==> src/rtl/mips_cpu_regfile_pkg.sv <==
// mips_cpu_regfile_pkg: shared types (reg_addr_t, word_t, wb_entry_t), SEQ_W sizing and modular seq age compare for the write-port scheduler
package mips_cpu_regfile_pkg;
  localparam int SEQ_MAX_W = 8;
  typedef logic [4:0] reg_addr_t;
  typedef logic [31:0] word_t;
  typedef logic [SEQ_MAX_W-1:0] seq_t;
  typedef struct packed {
    reg_addr_t addr;
    word_t data;
    seq_t seq;
  } wb_entry_t;
  function automatic int SEQ_W(input int depth);
    return $clog2(2 * depth) + 1;
  endfunction
  function automatic logic seq_newer(input seq_t a, input seq_t b, input int sw);
    seq_t d;
    d = a - b;
    return ((d & ((seq_t'(1) << sw) - seq_t'(1))) != '0) && ((d & (seq_t'(1) << (sw - 1))) == '0);
  endfunction
endpackage

==> src/rtl/mips_cpu_wb_fifo.sv <==
// mips_cpu_wb_fifo: DEPTH-entry wb_entry_t ring (clk, reset, push/din, pop, ready, head_valid/head, vld plus ents when MIPS_CPU_REGFILE_BYPASS_EN else ent_addr)
module mips_cpu_wb_fifo
  import mips_cpu_regfile_pkg::*;
#(
  parameter int DEPTH = 2
) (
  input  logic             clk,
  input  logic             reset,
  input  logic             push,
  input  wb_entry_t        din,
  input  logic             pop,
  output logic             ready,
  output logic             head_valid,
  output wb_entry_t        head,
  output logic [DEPTH-1:0] vld,
`ifdef MIPS_CPU_REGFILE_BYPASS_EN
  output wb_entry_t        ents [DEPTH]
`else
  output reg_addr_t        ent_addr [DEPTH]
`endif
);
  localparam int PW = DEPTH > 1 ? $clog2(DEPTH) : 1;
  localparam int CW = $clog2(DEPTH + 1);
  logic [PW-1:0] rd, wr;
  logic [CW-1:0] cnt;
  wb_entry_t mem [DEPTH];
  function automatic logic [PW-1:0] nxt(input logic [PW-1:0] p);
    return (p == PW'(DEPTH - 1)) ? '0 : p + 1'b1;
  endfunction
  always_ff @(posedge clk)
    if (reset) begin
      rd <= '0;
      wr <= '0;
      cnt <= '0;
    end else begin
      if (push) begin
        mem[wr] <= din;
        wr <= nxt(wr);
      end
      if (pop) rd <= nxt(rd);
      cnt <= cnt + CW'(push) - CW'(pop);
    end
  assign ready = !reset && (cnt != CW'(DEPTH));
  assign head_valid = cnt != '0;
  assign head = mem[rd];
  always_comb
    for (int i = 0; i < DEPTH; i++)
      vld[i] = ((i >= int'(rd)) ? i - int'(rd) : i + DEPTH - int'(rd)) < int'(cnt);
`ifdef MIPS_CPU_REGFILE_BYPASS_EN
  assign ents = mem;
`else
  always_comb
    for (int i = 0; i < DEPTH; i++)
      ent_addr[i] = mem[i].addr;
`endif
endmodule

==> src/rtl/mips_cpu_regfile_wrarb.sv <==
// mips_cpu_regfile_wrarb: merges ALU (req0*) and load (req1*) writebacks oldest-first onto write/wrAddr/wrData and resolves rdAddrA/B hazards (fwdData*, haz*); MIPS_CPU_REGFILE_BYPASS_EN forwards queued data instead of stalling
module mips_cpu_regfile_wrarb
  import mips_cpu_regfile_pkg::*;
#(
  parameter int DEPTH = 2
) (
  input  logic        clk,
  input  logic        reset,
  input  logic        req0Valid,
  output logic        req0Ready,
  input  logic [4:0]  req0Addr,
  input  logic [31:0] req0Data,
  input  logic        req1Valid,
  output logic        req1Ready,
  input  logic [4:0]  req1Addr,
  input  logic [31:0] req1Data,
  output logic        write,
  output logic [4:0]  wrAddr,
  output logic [31:0] wrData,
  input  logic [4:0]  rdAddrA,
  input  logic [4:0]  rdAddrB,
  input  logic [31:0] rdDataA,
  input  logic [31:0] rdDataB,
  output logic [31:0] fwdDataA,
  output logic [31:0] fwdDataB,
  output logic        hazA,
  output logic        hazB
);
  localparam int SW = SEQ_W(DEPTH);
  localparam int N = 2 * DEPTH;
  localparam seq_t MASK = seq_t'((1 << SW) - 1);
  seq_t seq;
  logic acc0, acc1, pop0, pop1, hv0, hv1, sel1;
  wb_entry_t h0, h1;
  logic [DEPTH-1:0] v0, v1;
  logic [N-1:0] all_v;
  reg_addr_t ra [2];
  word_t rdd [2];
  word_t fwd [2];
  logic [1:0] hit;
  assign acc0 = req0Valid && req0Ready && (req0Addr != 5'd0);
  assign acc1 = req1Valid && req1Ready && (req1Addr != 5'd0);
  always_ff @(posedge clk)
    if (reset) seq <= '0;
    else seq <= (seq + seq_t'(acc0) + seq_t'(acc1)) & MASK;
`ifdef MIPS_CPU_REGFILE_BYPASS_EN
  wb_entry_t e0 [DEPTH], e1 [DEPTH], all_e [N], best [2];
`else
  reg_addr_t e0 [DEPTH], e1 [DEPTH], all_a [N];
`endif
  mips_cpu_wb_fifo #(.DEPTH(DEPTH)) u_q0 (
    .clk(clk), .reset(reset), .push(acc0),
    .din('{addr: req0Addr, data: req0Data, seq: seq}),
    .pop(pop0), .ready(req0Ready), .head_valid(hv0), .head(h0), .vld(v0),
`ifdef MIPS_CPU_REGFILE_BYPASS_EN
    .ents(e0)
`else
    .ent_addr(e0)
`endif
  );
  mips_cpu_wb_fifo #(.DEPTH(DEPTH)) u_q1 (
    .clk(clk), .reset(reset), .push(acc1),
    .din('{addr: req1Addr, data: req1Data, seq: acc0 ? (seq + seq_t'(1)) & MASK : seq}),
    .pop(pop1), .ready(req1Ready), .head_valid(hv1), .head(h1), .vld(v1),
`ifdef MIPS_CPU_REGFILE_BYPASS_EN
    .ents(e1)
`else
    .ent_addr(e1)
`endif
  );
  assign sel1 = hv1 && (!hv0 || seq_newer(h0.seq, h1.seq, SW));
  assign write = !reset && (hv0 || hv1);
  assign pop0 = write && !sel1;
  assign pop1 = write && sel1;
  assign wrAddr = write ? (sel1 ? h1.addr : h0.addr) : '0;
  assign wrData = write ? (sel1 ? h1.data : h0.data) : '0;
  assign all_v = {v1, v0};
  assign ra[0] = rdAddrA;
  assign ra[1] = rdAddrB;
  assign rdd[0] = rdDataA;
  assign rdd[1] = rdDataB;
`ifdef MIPS_CPU_REGFILE_BYPASS_EN
  always_comb begin
    for (int i = 0; i < DEPTH; i++) begin
      all_e[i] = e0[i];
      all_e[i+DEPTH] = e1[i];
    end
    for (int p = 0; p < 2; p++) begin
      hit[p] = 1'b0;
      best[p] = '0;
      for (int j = 0; j < N; j++)
        if (all_v[j] && all_e[j].addr == ra[p] && (!hit[p] || seq_newer(all_e[j].seq, best[p].seq, SW))) begin
          hit[p] = 1'b1;
          best[p] = all_e[j];
        end
      fwd[p] = (hit[p] && ra[p] != 5'd0 && !reset) ? best[p].data : rdd[p];
    end
  end
  assign hazA = 1'b0;
  assign hazB = 1'b0;
`else
  always_comb begin
    for (int i = 0; i < DEPTH; i++) begin
      all_a[i] = e0[i];
      all_a[i+DEPTH] = e1[i];
    end
    for (int p = 0; p < 2; p++) begin
      hit[p] = 1'b0;
      for (int j = 0; j < N; j++)
        hit[p] = hit[p] | (all_v[j] && all_a[j] == ra[p]);
      fwd[p] = rdd[p];
    end
  end
  assign hazA = hit[0] && rdAddrA != 5'd0 && !reset;
  assign hazB = hit[1] && rdAddrB != 5'd0 && !reset;
`endif
  assign fwdDataA = fwd[0];
  assign fwdDataB = fwd[1];
endmodule

==> config.mk <==
export PLATFORM = sky130hd
export DESIGN_NAME = mips_cpu_regfile_wrarb
export DESIGN_NICKNAME = d
export VERILOG_FILES = /design/src/rtl/mips_cpu_regfile_pkg.sv /design/src/rtl/mips_cpu_wb_fifo.sv /design/src/rtl/mips_cpu_regfile_wrarb.sv
export SDC_FILE = /design/constraint.sdc
export NUM_CORES = 1
export LEC_CHECK = 0
export CORE_UTILIZATION = 46
export CTS_BUF_LIST = sky130_fd_sc_hd__clkbuf_16
export DETAILED_ROUTE_END_ITERATION = 10
export GPL_ROUTABILITY_DRIVEN = 0
export PLACE_DENSITY_LB_ADDON = 0.3
export SYNTH_ARGS = -nofsm -noshare
export SYNTH_HDL_FRONTEND = slang
export SYNTH_SLANG_ARGS = --single-unit
==> constraint.sdc <==
create_clock -name clk -period 4.6 [get_ports clk]
set_input_delay 0.46 -clock clk [delete_from_list [all_inputs] [get_ports clk]]
set_output_delay 0.46 -clock clk [all_outputs]
set_load 0.01 [all_outputs]
; Word-level counts from Yosys, hierarchy flattened
; Memory sizes are Yosys's and may differ from the RTL's. A register that Yosys moved wholly into a read port is not among the register bits.
; Cells that the tools add are included.
[word_totals]
ff_bits = 11
latch_bits = 0
ram_bits = 160
mem_bits_ro = 0
output_inout_bits = 106
memories = 2
[op_classes]
n_addsub = 18
n_mul = 0
n_div = 0
order_cmp = 6
n_eq_ne = 10
n_shift = 0
n_mux = 21
bitwise = 6
reduce_logical = 36
[memory_table]
columns = name, words, width, rd, rd_ports_with_merged_regs, write_ports, line_no
row1 = u_q0.mem, 2, 40, 3, 1, 1, mips_cpu_wb_fifo.sv:26  ; wb_entry_t mem [DEPTH];
row2 = u_q1.mem, 2, 40, 3, 1, 1, mips_cpu_wb_fifo.sv:26
[op_table]
columns = cell, count
row1 = less-than comparator 32 x 3 -> 1 bit, 4
row2 = two-way mux 32 bit, 4
row3 = == test 5 bit, 8
row4 = logical AND 1 bit, 23
row5 = nonzero test 5 bit, 4
row6 = two-way mux 1 bit, 14
row7 = two-way mux 5 bit, 2
row8 = zero test 8 bit, 1
row9 = nonzero test 8 bit, 1
row10 = "subtractor 1 x 1 -> 2 bit, first input constant", 4
row11 = adder 3 x 1 -> 3 bit, 2
row12 = bitwise OR 1 bit, 6
row13 = "subtractor 2 x 1 -> 3 bit, first input constant", 2
row14 = "adder 1 bit, second input constant", 4
row15 = adder 2 x 1 -> 2 bit, 2
row16 = "!= test 2 bit, second input constant", 2
row17 = nonzero test 2 bit, 2
row18 = subtractor 2 x 1 -> 2 bit, 2
row19 = "adder 3 x 1 -> 3 bit, second input constant", 1
row20 = zero test 1 bit, 3
row21 = two-way mux 3 bit, 1
row22 = subtractor 3 bit, 1
row23 = "greater-or-equal comparator 1 bit, first input constant", 2
row24 = logical OR 1 bit, 2

; Depth between registers and ports, before layout
; Gate-level depths: netlist of run 1.
[logic_depth]
word_depth = 9
depth_mapped = 17

; Modules after synthesis
; Synthesis of run 1 repeated with hierarchy kept, for this count alone.
[hier_totals]
cells_unflattened = 562
area_unflattened_um2 = 9238.9
[modules_own_cells]
columns = module, instances, cells_per_inst, area_per_inst_um2, seq_area_each_um2
row1 = mips_cpu_wb_fifo, 2, 173, 3763.6, 2802.7
row2 = mips_cpu_regfile_wrarb, 1, 216, 1711.6, 60.1

; Least setup slack after synthesis of run 1
; No wires, ideal clock.
[synth_path]
path_kind = reg2reg
startpoint = register with a tool-made name
endpoint = register u_q0.cnt[0]
arrival_time_ns = 3.731
required_time_ns = 4.472
slack_ns = 0.740
stages_incl_launch_ff = 17
n_path_buf = 5
period_less_slack_ns = 3.860
cell_sequence = dfxtp_1 clkbuf_1 buf_1 clkbuf_1 mux2i_1 ha_1 nor2b_1 o21ba_2 mux2_4 or3_1 buf_6 buf_6 inv_1 ha_1 inv_1 ha_1 nor2b_1
[synth_lines]
columns = item, line_no
row1 = to (signal assigned), mips_cpu_wb_fifo.sv:41  ; cnt <= cnt + CW'(push) - CW'(pop);
row2 = to (decl), mips_cpu_wb_fifo.sv:25  ; logic [CW-1:0] cnt;

==> summary.txt, run 1 <==
Run status: completed
Inserted Diodes: 0
Vias in the first global route: 4669
Drt pass-1 iters: 5
Clock Latency Late Sink: 0.42 ns
Worst endpoint data arrival time: 3.83 ns
CP Max Fanout: 38
Measured slew at the worst slew-check pin: 0.674 ns
P&R area growth vs syn: 21.5%
Hold Path Class: flop to flop
Cell Area, Synth: 7850 µm²
Crit path kind: flop to output pin
Post-synth EDFFs: 160
Hold_sp: seq[0]
Slew HR: 54.9%
Final setup margin: 0.315 ns
Leak: 0.00318 µW
CTS buffer count: 17
Yosys reg bits: 173
Netlist cell types: 36
Comb pwr share: 29.6%
Mapped Cells: 524
Delay of the slowest critical-path stage: 0.58 ns
P_int: 3380 µW
M1 WL: 6.41 mm
WL met2: 9.68 mm
Critical Path Most Common Cell: buf_4
Tot GR Track Use: 20.2%
H-Tree Depth: 4
CP Capture Type: output pin
Final min period: 4.29 ns
CTS Root Cell: clkbuf_16
Port Buf Inserts: 129
FP Rows: 47
Endpoints failing setup: 0
Vias: 4305
Drt total wl: 17.3 mm
YS warnings: 0
Sw Pwr: 1370 µW
Setup Buffers After CTS: 0
Clock power share: 29.5%
Die Height: 133 µm
DP Worst Slack: 0.707 ns
Worst-path clk slew: 0.06 ns
CTS tree: yes
Final Hold Vio Count: 0
Synth async-reset ratio: 0%
Post-synth net total: 685
Seq/Total Area, Yosys: 64.5%
Vias/cell: 5.24
Critical Path Source Type: flop
Core box area: 16600 µm²
Hold Slack: 0.477 ns
Reg power frac: 40.9%
Dominant synthesized flop cell: edfxtp_1
# DRC: 0
Initial Utilization: 47.2%
Routed Antenna Nets: 0
Post-DP HPWL: 12.5 mm
WL met3: 955 µm
Layout Skew: 0.0221 ns
Power per Cell Area: 497 nW/µm²
VDD IR-drop max: 0.000302 V
Max-slew violations: 0
Die area: 17600 µm²
Critical path cell sequence: buf_4 -> mux2i_1 -> ha_1 -> o2bb2ai_1 -> o21ba_2 -> mux2_4 -> or3_2 -> buf_4 -> o22ai_2 -> clkdlybuf4s50_1
Wire per inst: 21.0 µm
RSZ-0062 raised after global routing: no
Top Metal Used: met4
Crit share post-route: 93.2%
Initial antenna violation count: 0
Hold_buf cts: 0
Nets: 749
Max_cap viols: 0
Mapped Avg Cell Area: 15.0 µm²
Clk sinks: 173
CTS max path bufs: 2
Fmax: 0.233 GHz
CP Data Required Time: 4.14 ns
Net Sw Frac: 28.8%
CP max-delay cell: clkdlybuf4s50_1
Layout cell share with drive strength beyond 1: 12.3%
Setup TNS Final: 0 ns
Post_cts resized: 0
Grt total ovfl: 0
Die Width: 133 µm
Initial drt markers: 244
Fillers: 1285
Largest net degree at the start of global routing: 39
Top-level I/O count: 258
First-pass GRT wire length: 26.3 mm
sequential cells by signal, summed over array words and instances (netlist names), named ones only:
| signal | flops |
|---|---|
| u_q1.mem | 80 |
| u_q0.cnt | 2 |
| u_q0.rd | 1 |
| u_q1.rd | 1 |
| u_q0.mem | 80 |
| seq | 3 |
| u_q0.wr | 1 |
| u_q1.cnt | 2 |
| u_q1.wr | 1 |
metrics by stage:
step	utilization [%]	cell area (µm²)	power (µW)	instances
final	57.3	9540	4740	821
after global placement	53.8	8950	3350	789
after floorplan	-	7850	2860	524
after detailed placement	53.8	8950	3390	789
after global routing	57.3	9540	4950	821
after CTS	57.3	9540	4790	821
synthesized netlist by cell type, types with 2 or more instances:
library cell,count,area (µm²)
edfxtp_1,160,4800
mux2i_1,79,791
buf_4,64,480
xor2_1,26,228
xnor2_1,24,210
clkbuf_1,21,78.8
o22ai_2,19,238
o22ai_1,18,113
dfxtp_1,13,260
inv_1,12,45.0
nor2_1,12,45.0
a21oi_1,11,55.1
ha_1,8,100
or4_1,6,45.0
nor3_1,5,25.0
a31oi_1,4,25.0
buf_1,4,15.0
buf_2,4,20.0
nor2b_1,4,25.0
nor4_1,4,25.0
buf_6,3,33.8
mux2_2,3,33.8
a211oi_1,2,15.0
a21o_1,2,15.0
and2_1,2,12.5
nand4_1,2,12.5
o21ai_0,2,10.0
or3_1,2,12.5
cells by family after synthesis:
group / count (synthesis) / synth area share, %
compound gates: 62 / 6.45
xor+xnor: 50 / 5.58
fa+ha+maj: 9 / 1.53
buf+inv: 108 / 8.57
flops: 173 / 64.5
mux: 83 / 10.7
simple gates: 39 / 2.69
worst paths after layout:
path                                  endpoint  slack (ns)  depth (start not counted)
worst max-delay path                wrData[22]        0.31                         10
worst max register to register     u_q0.cnt[1]        1.20                         14
worst min register to register  u_q0.mem[1][0]        0.48                          0
worst min-delay path            u_q0.mem[1][0]        0.48                          0
layer usage:
| layer | GRT usage [%] | up-vias |
|---|---|---|
| met5 | 0 | - |
| met1 | 21.7 | 2108 |
| met3 | 5.29 | 28 |
| met2 | 37.7 | 151 |
| li1 | - | 2018 |
| met4 | 8.17 | 0 |
placed cells by master, fill, tap and decap left out, drive strengths merged, types with 2 or more instances in the layout:
master         count
and2               2
o22ai             37
a21oi             11
a31oi              4
inv               18
mux2               4
clkbuf            17
nor2b              4
clkdlybuf4s50    129
nor3               5
ha                 8
buf               12
nand4              2
nor2              12
mux2i             79
or4                6
clkinv             7
edfxtp           160
a211oi             2
xor2              26
or3                2
xnor2             24
o21ai              2
a21o               2
nor4               4
bufinv             2
dfxtp             13
power groups by stage:
stage	sequential [µW]	clock (µW)	combinational (µW)
3_3_place_gp	1960	0	1390
3_5_place_dp	1970	0	1420
6_report	1940	1400	1410
2_1_floorplan	1950	0	911
4_1_cts	1940	1430	1430
5_1_grt	1950	1490	1510
worst max-delay path: cells and delay by family, from the launching register on:
family | cells | cell delay [ns]
buf+inv | 3 | 1.30
fa+ha+maj | 1 | 0.30
mux | 2 | 0.41
flops | 1 | 0.34
compound gates | 3 | 0.56
simple gates | 1 | 0.45
area by class of cell:
| type | count | area (µm²) | share of cell area [%] |
|---|---|---|---|
| Clock inverter | 15 | 160 | 1.68 |
| Clock buffer | 17 | 425 | 4.46 |
| Multi-Input combinational cell | 243 | 2140 | 22.4 |
| Tap cell | 220 | 275 | 2.89 |
| Timing Repair Buffer | 141 | 1430 | 15.0 |
| Inverter | 12 | 45.0 | 0.472 |
| Sequential cell | 173 | 5070 | 53.1 |
(Power assumes the default switching activity.)
==> run 2: changes to the inputs <==
--- a/config.mk
+++ b/config.mk
@@ -5,11 +5,12 @@
 export SDC_FILE = /design/constraint.sdc
 export NUM_CORES = 1
 export LEC_CHECK = 0
-export CORE_UTILIZATION = 46
-export CTS_BUF_LIST = sky130_fd_sc_hd__clkbuf_16
+export CORE_MARGIN = 3
+export CORE_UTILIZATION = 48
+export CTS_BUF_LIST = sky130_fd_sc_hd__clkbuf_2 sky130_fd_sc_hd__clkbuf_4 sky130_fd_sc_hd__clkbuf_8
 export DETAILED_ROUTE_END_ITERATION = 10
 export GPL_ROUTABILITY_DRIVEN = 0
-export PLACE_DENSITY_LB_ADDON = 0.3
+export PLACE_DENSITY = 0.83
 export SYNTH_ARGS = -nofsm -noshare
 export SYNTH_HDL_FRONTEND = slang
 export SYNTH_SLANG_ARGS = --single-unit
==> summary.txt, run 2 (synthesis gave the netlist of run 1 again) <==
Run status: completed
Critical Path Source Type: flop
Power per Cell Area: 461 nW/µm²
Die Width: 134 µm
Commonest non-fill, non-tap cells in the layout: 160 x edfxtp_1, 129 x clkdlybuf4s50_1, 79 x mux2i_1
R2R Path End: u_q0.cnt[0]
Fmax: 0.234 GHz
Initial antenna violation count: 0
Port Buf Inserts: 129
CP delay by family, top: buffers and inverters
CTS Root Cell: clkbuf_8
Vias/cell: 5.45
Critical path cell sequence: mux2_2 -> ha_1 -> nor2b_1 -> o21ba_2 -> mux2_4 -> or3_2 -> buf_4 -> o22ai_1 -> clkdlybuf4s50_1
CTS buffer count: 17
Measured slew at the worst slew-check pin: 0.684 ns
Largest net degree at the start of global routing: 39
# DRC: 0
Hold endpoint: u_q0.mem[0][0]
Tot GR Track Use: 20.7%
Hold Path Class: flop to flop
CTS tree: yes
Worst Path Buf+Inv: 2
M1 WL: 6.54 mm
R2R cell count: 12
FP Rows: 46
Worst-path clk slew: 0.08 ns
Worst endpoint data arrival time: 3.82 ns
Final min period: 4.28 ns
Top-level I/O count: 258
Clk sinks: 173
Final core utilization: 58.0%
Setup Buffers After CTS: 0
CTS max path bufs: 2
Biggest registers after layout: u_q0.mem: 80 flops, u_q1.mem: 80 flops, seq: 3 flops
FF+latch area: 5070 µm²
Vias: 4451
VDD IR-drop max: 0.000319 V
Layout cell share with drive strength beyond 1: 11.5%
WL met3: 1.35 mm
Core box area: 15900 µm²
DP Worst Slack: 0.863 ns
Reg2Reg Setup Slack: 1.30 ns
WL met2: 9.70 mm
P&R area growth vs syn: 17.7%
Max_cap viols: 0
Nets: 749
Wire per inst: 22.7 µm
Post_cts resized: 0
Clock Latency Late Sink: 0.45 ns
Most common cell after layout, fill and taps aside: edfxtp_1
Initial drt markers: 315
WHS Path Cells: 0
RSZ-0062 raised after global routing: no
Hold_buf cts: 0
Final Hold Vio Count: 0
Final setup margin: 0.323 ns
Leak: 0.00305 µW
First-pass GRT wire length: 27.5 mm
Area taken by multi-input logic gates: 2140 µm²
Delay of the slowest critical-path stage: 0.63 ns
Setup TNS Final: 0 ns
Hold_sp: seq[0]
Drt total wl: 18.6 mm
Routed Antenna Nets: 0
Slew HR: 54.4%
Fillers: 1217
Crit path kind: flop to output pin
Vias in the first global route: 4788
CP Capture Type: output pin
Crit share post-route: 93.0%
CP max-delay cell: clkdlybuf4s50_1
Grt total ovfl: 0
Total Power: 4260 µW
Post-DP HPWL: 13.5 mm
Top Metal Used: met4
H-Tree Depth: 4
Die area: 17900 µm²
Die Height: 134 µm
Endpoints failing setup: 0
Layout Skew: 0.00948 ns
Max-slew violations: 0
CP Max Fanout: 38
Initial Utilization: 49.3%
Drt pass-1 iters: 4
Inserted Diodes: 0
CP Data Required Time: 4.14 ns
run 2: changes by cell type in the layout (fill, tap and decap cells not counted), sizes merged:
cell      change
inv           -6
clkbuf        +3
clkinv        +3
bufinv        -1
clkinvlp      +1
run 2: per-layer routing:
| metal | vias to the layer above | track usage, % |
|---|---|---|
| met4 | 0 | 11.8 |
| met3 | 67 | 5.81 |
| met1 | 2181 | 21.7 |
| met5 | - | 0 |
| li1 | 2010 | - |
| met2 | 193 | 37.1 |
run 2: worst max path at each step:
stage | from | endpoint | depth (start not counted)
final | flop | wrAddr[4] | 9
after global routing | flop | wrAddr[4] | 9
after CTS | flop | wrAddr[4] | 9
after detailed placement | flop | wrData[3] | 9
after global placement | flop | wrData[21] | 9
after floorplan | flop | u_q0.cnt[0] | 16
run 2: area by class of cell:
class / instances / area share [%]
tap: 216 / 2.92
clock buffer: 20 / 2.77
sequential: 173 / 54.8
clock inverter: 12 / 0.852
multi-input combinational: 243 / 23.1
inverter: 12 / 0.487
timing repair buffer: 141 / 15.1
run 2: report_power, final:
part | total [µW] | switching (µW) | internal (µW) | leakage [µW]
sequential | 1940 | 73.8 | 1870 | 0.00158
combinational | 1400 | 715 | 690 | 0.00130
clock | 919 | 490 | 429 | 0.000173
run 2: metrics by stage:
step | hold slack, ns | std cells | instance area, µm²
after global routing | 0.532 | 817 | 9250
after floorplan | 0.454 | 524 | 7850
final | 0.502 | 817 | 9250
after CTS | 0.506 | 817 | 9250
after detailed placement | 0.488 | 785 | 8910
after global placement | 0.480 | 785 | 8910
